File: config.mk
export PLATFORM = sky130hd
export DESIGN_NAME = demux_1x5_reg
export DESIGN_NICKNAME = d
export VERILOG_FILES = /design/src/rtl/demux_1x5_reg.sv
export SDC_FILE = /design/constraint.sdc
export NUM_CORES = 1
export LEC_CHECK = 0
export CAP_MARGIN = 0
export CORE_MARGIN = 1
export CORE_UTILIZATION = 36
export CTS_CLUSTER_SIZE = 16
export DETAILED_ROUTE_END_ITERATION = 8
export GPL_TIMING_DRIVEN = 1
export PLACE_DENSITY = 0.8
export SKIP_CTS_REPAIR_TIMING = 1
export SYNTH_ARGS = -nofsm -noshare
export SYNTH_HDL_FRONTEND = slang
export SYNTH_SLANG_ARGS = --single-unit
File: constraint.sdc
create_clock -name clk -period 0.8 [get_ports clk]
set_input_delay 0.08 -clock clk [delete_from_list [all_inputs] [get_ports clk]]
set_output_delay 0.08 -clock clk [all_outputs]
set_load 0.05 [all_outputs]
File: src/rtl/demux_1x5_reg.sv
// -----------------------------------------------------------------------------
// demux_1x5_reg
//   Registered 1-to-5 demultiplexer. A single data bit is routed to one of
//   five held output channels, chosen by a 3-bit select. Select codes 5..7
//   are rejected and flagged. All outputs are registered (1-cycle latency).
//
//   Optional auto-scan mode (macro DEMUX_SCAN_EN): while scan=1 a pointer
//   steps round-robin through channels 0..4, dwelling DWELL cycles on each,
//   and loads write the channel under the pointer instead of sel.
//   Without the macro the scan input is ignored and the block is manual only.
//
// Parameters
//   HOLD    1: unselected channels keep their value; 0: a write clears others
//   DWELL   cycles per channel in scan mode (>=1)
//
// Ports
//   clk      in   rising-edge clock
//   reset_n  in   asynchronous active-low reset
//   in       in   data bit to route
//   sel      in   channel select (0..4 valid)
//   load     in   write strobe
//   scan     in   auto-scan enable (used only with DEMUX_SCAN_EN)
//   out      out  per-channel held data
//   strobe   out  one-cycle one-hot pulse on the channel just written
//   err      out  one-cycle pulse on a manual load with invalid sel
//   cur_sel  out  effective channel index (0..4)
// -----------------------------------------------------------------------------
module demux_1x5_reg #(
   parameter int unsigned HOLD  = 1,
   parameter int unsigned DWELL = 4
) (
   input  logic       clk,
   input  logic       reset_n,
   input  logic       in,
   input  logic [2:0] sel,
   input  logic       load,
   input  logic       scan,
   output logic [4:0] out,
   output logic [4:0] strobe,
   output logic       err,
   output logic [2:0] cur_sel
);

   logic [4:0] out_q, out_d;
   logic [4:0] strobe_q, strobe_d;
   logic       err_q, err_d;
   logic [2:0] cur_sel_q, cur_sel_d;

   // Scan-side view consumed by the main datapath; constant when not built.
   logic       scan_on;
   logic [2:0] scan_ch;      // channel written by a load in scan mode (pre-edge ptr)
   logic [2:0] scan_ch_nxt;  // pointer value after this edge

`ifdef DEMUX_SCAN_EN
   localparam int unsigned CNT_W = (DWELL > 1) ? $clog2(DWELL) : 1;
   localparam logic [CNT_W-1:0] CNT_LAST = CNT_W'(DWELL - 1);

   logic [2:0]       ptr_q, ptr_d;
   logic [CNT_W-1:0] cnt_q, cnt_d;

   assign scan_on     = scan;
   assign scan_ch     = ptr_q;
   assign scan_ch_nxt = ptr_d;

   // Pointer and dwell counter are parked at 0 whenever scan is low, so a
   // scan 0->1 transition always starts from channel 0.
   always_comb begin
      ptr_d = '0;
      cnt_d = '0;
      if (scan) begin
         if (cnt_q == CNT_LAST) begin
            cnt_d = '0;
            ptr_d = (ptr_q == 3'd4) ? 3'd0 : ptr_q + 3'd1;
         end else begin
            cnt_d = cnt_q + CNT_W'(1);
            ptr_d = ptr_q;
         end
      end
   end

   always_ff @(posedge clk or negedge reset_n) begin
      if (!reset_n) begin
         ptr_q <= '0;
         cnt_q <= '0;
      end else begin
         ptr_q <= ptr_d;
         cnt_q <= cnt_d;
      end
   end
`else
   localparam int unsigned UNUSED_DWELL = DWELL;
   logic unused_scan;

   assign unused_scan = scan;
   assign scan_on     = 1'b0;
   assign scan_ch     = 3'd0;
   assign scan_ch_nxt = 3'd0;
`endif

   logic       wr;
   logic [2:0] tgt;
   logic [4:0] onehot;

   always_comb begin
      wr        = 1'b0;
      tgt       = 3'd0;
      err_d     = 1'b0;
      cur_sel_d = cur_sel_q;

      if (scan_on) begin
         // sel is ignored and err never fires while scanning.
         wr        = load;
         tgt       = scan_ch;
         cur_sel_d = scan_ch_nxt;
      end else if (load) begin
         if (sel <= 3'd4) begin
            wr        = 1'b1;
            tgt       = sel;
            cur_sel_d = sel;
         end else begin
            err_d = 1'b1;
         end
      end

      onehot   = 5'b00001 << tgt;
      strobe_d = wr ? onehot : '0;

      out_d = out_q;
      if (wr) begin
         if (HOLD != 0) begin
            out_d = (out_q & ~onehot) | (in ? onehot : '0);
         end else begin
            out_d = in ? onehot : '0;
         end
      end
   end

   always_ff @(posedge clk or negedge reset_n) begin
      if (!reset_n) begin
         out_q     <= '0;
         strobe_q  <= '0;
         err_q     <= 1'b0;
         cur_sel_q <= '0;
      end else begin
         out_q     <= out_d;
         strobe_q  <= strobe_d;
         err_q     <= err_d;
         cur_sel_q <= cur_sel_d;
      end
   end

   assign out     = out_q;
   assign strobe  = strobe_q;
   assign err     = err_q;
   assign cur_sel = cur_sel_q;

endmodule

## Yosys cells after proc, flatten, opt, wreduce, memory -nomap -nowiden

Cells that the tools add are included.

- Bits in registers: 14
- Logic and storage cells: 18

- $lt $le $gt $ge: 1
- Shift-type cells: 1
- Multiplexer cells: 8
- Bitwise gates (word level): 3
- Reduce and logical (&&, ||, !) cells: 1

Operator list:

| kind | count |
|---|---|
| $mux W5 | 2 |
| $mux W3 | 2 |
| $and A5 B5 Y5 | 1 |
| $not A5 Y5 | 1 |
| $or A5 B5 Y5 | 1 |
| $shl A1 B3 Y5 const A | 1 |
| $mux W1 | 4 |
| $le A3 B3 Y1 const B | 1 |
| $reduce_and A2 Y1 | 1 |

## Depth between registers and ports, before layout

- Depth after elaboration: 7
- Depth in mapped cells: 2

## Least setup slack after synthesis

No wires, ideal clock.

- Kind: register to register
- Start point: register (tool-made name)
- End point: register (tool-made name)
- Arrival: 892 ps
- Required time: 672 ps
- Setup slack: -220 ps
- Cell stages (with the launch flop): 2
- Clock period less this slack: 1,020 ps
- Cell sequence: dfrtp_1 -> mux2_1

==> results.md <==
- Outcome: complete, but fails checks
- Failing checks: setup timing
- Worst-path maximum fanout: 2
- Count of unique library cells instantiated by Yosys: 12
- Via count: 430
- DRT iter0 DRCs: 3
- Most area-consuming cells after synthesis: dfrtp_1 65%, mux2_1 10%, and4bb_1 6.9%, nor2b_1 3.5%, a2bb2oi_1 3.2%
- WL final: 1260 um
- Number of max-cap violations: 0
- Final hold viol count: 0
- Buffer depth of the longest clock path: 2
- Initial core utilization: 40.2%
- Final Power: 2.36 mW
- FMAX: 966 MHz
- Most repeated cell in the gate-level netlist after synthesis: dfrtp_1
- Synthesized cell area: 543 um2
- Endpoint required time on the critical path: 720 ps
- Power per standard cell area: 2150 nW/um2
- Signed area change from the synthesized netlist to the final layout: 101%
- CP Class: register to primary output
- Number of global-route vias before repair: 406
- Num CTS Buffers: 3
- Number of setup violations in the final report: 17
- DRC viols: 0
- Number of ports placed on the die boundary: 22
- Number of antenna-violating nets in the routed design: 0
- Mean post-synth cell area: 15.1 um2
- Tightest slew margin relative to the limit: 82.0%
- Area share of xor/xnor cells in the synthesized design: 0%
- TritonCTS clock tree: built
- Pins over their slew limit: 0
- Clk Latency, worst-skew pair: 260 ps
- Static Leak: 0.536 nW
- Slack of the critical path: -236 ps
- Worst setup skew after layout: 0 ps
- Tcrit/Tclk final: 129%
- Cell count after synthesis: 36
- # diodes: 0
- First-pass GRT wire length: 1790 um
- Setup repair after global routing missed its margin: yes
- Die outline height: 40.8 um
- Area of the core: 1350 um2
- Die Outline Area: 1670 um2
- Multiplexer area fraction after synthesis: 10.4%
- WHS: 83.8 ps
- Buffers on Ports: 20
- Sum of net half-perimeters after detailed placement: 890 um
- Number of enable flip-flop cells after synthesis: 0
- Proportion of layout cells with a drive suffix above 1: 63.9%
- Transition time at the pin with the least slew margin: 269 ps
- CP Launch Type: register
- Number of antenna violations at the first check in global routing: 0
- CTS Root Cell: clkbuf_4
- Count of fill cells added during filler insertion: 72
- Compound-gate portion of the synthesized area: 5.99%
- X dimension of the die: 40.8 um
- Maximum level of the CTS H-tree: 1
- Commonest cells in the netlist: 14 x dfrtp_1, 5 x mux2_1, 3 x and4bb_1, 3 x nor2b_1
- Number of nets produced by synthesis: 44
- Final worst path period need: 1040 ps
- Standard-cell row count: 13
- Total routing usage reported by global routing: 17.3%
- Post-Synth Simple-Gate Area: 17.7%
- Number of clock sinks: 14
- Worst-path clk slew: 70 ps
- Worst path arrival time: 960 ps
- #FFs+latches synth: 14
- Worst min path class: input pin to register
- Global placement routability congestion: 0.780
- First drt pass iteration count: 4
- Capturing element type of the critical path: primary output
- Routed length per placed instance: 14.5 um
- Net count of the finished layout: 82
- Largest area contributor in the netlist: dfrtp_1
- Largest net degree at the start of global routing: 15
- Vias per Instance: 4.94
- Largest family of logic cells by synthesized area: simple AND/OR/NAND/NOR gates
- Synthesized-area fraction occupied by adder cells: 0%
- Worst ir drop on vdd: 0.00110 V
- Number of warnings issued by yosys: 0
- Main synth FF type: dfrtp_1
- Register area share after synthesis: 64.5%
- Overflow after GRT: 0
- Area fraction of the dominant cell type after synthesis: 64.5%
- Post-synthesis async set-or-reset flop share: 100%
-- final cells by class --
cell class	instances	area (um2)	share of cell area, %
timing repair buffer	33	472	43.1
multi-input combinational	20	213	19.5
clock buffer	3	22.5	2.06
inverter	2	7.51	0.686
tap	15	18.8	1.72
sequential	14	360	33.0
-- logic make-up after synthesis --
| group | count (synthesis) |
|---|---|
| DFF | 14 |
| muxes | 5 |
| buffers and inverters | 2 |
| and+or+nand+nor | 11 |
| AOI/OAI and AO/OA | 4 |
-- layer usage --
layer  part of all wire, %  global-route usage [%]  wire length, um
met2                    58                    32.4              728
met1                    39                    18.4              493
met5                     0                       0                0
met3                   3.2                    4.89               41
met4                     0                    5.00                0
-- cells in the final DEF, fill, tap and decap left out, drive strengths merged --
| cell type | n |
|---|---|
| clkdlybuf4s50 | 2 |
| dlymetal6s2s | 2 |
| nor4b | 1 |
| or3b | 1 |
| inv | 2 |
| buf | 27 |
| and4bb | 3 |
| a21oi | 1 |
| mux2 | 5 |
| nor2b | 3 |
| dfrtp | 14 |
| o211a | 1 |
| a2bb2oi | 2 |
| nand2 | 2 |
| nand4b | 1 |
| clkbuf | 5 |
-- through the flow --
step / area, um2 / setup TNS (ps) / utilization, % / worst slack (ps) / cells
after floorplan: 572 / -538 / - / -109 / 36
after global routing: 1090 / -2900 / 81.0 / -273 / 87
after detailed placement: 1020 / -6030 / 75.4 / -621 / 81
after global placement: 1020 / -5510 / 75.4 / -572 / 81
after CTS: 1040 / -4430 / 77.1 / -333 / 84
final: 1090 / -2430 / 81.0 / -236 / 87
-- path summary, 6_finish.rpt --
check / cells after the start / start / end / slack (ps)
max in group asynchronous: 2 / reset_n / cur_sel[2] / 510
min: 2 / sel[0] / strobe[0] / 80
min in group asynchronous: 2 / reset_n / strobe[2] / 160
max reg2reg: 2 / register / register / -130
min reg2reg: 1 / register / register / 540
max: 2 / register / out[0] / -240
-- where the power goes --
group / switching, mW / total (mW) / internal, mW
Sequential: 0.0792 / 0.885 / 0.806
Combinational: 0.479 / 1.10 / 0.623
Clock: 0.196 / 0.370 / 0.174
-- worst max-delay path: stages (launching register included) --
cell     delay, ps
dfrtp_2        430
buf_6          130
buf_12         140
Power figures use the tool's default switching activity.
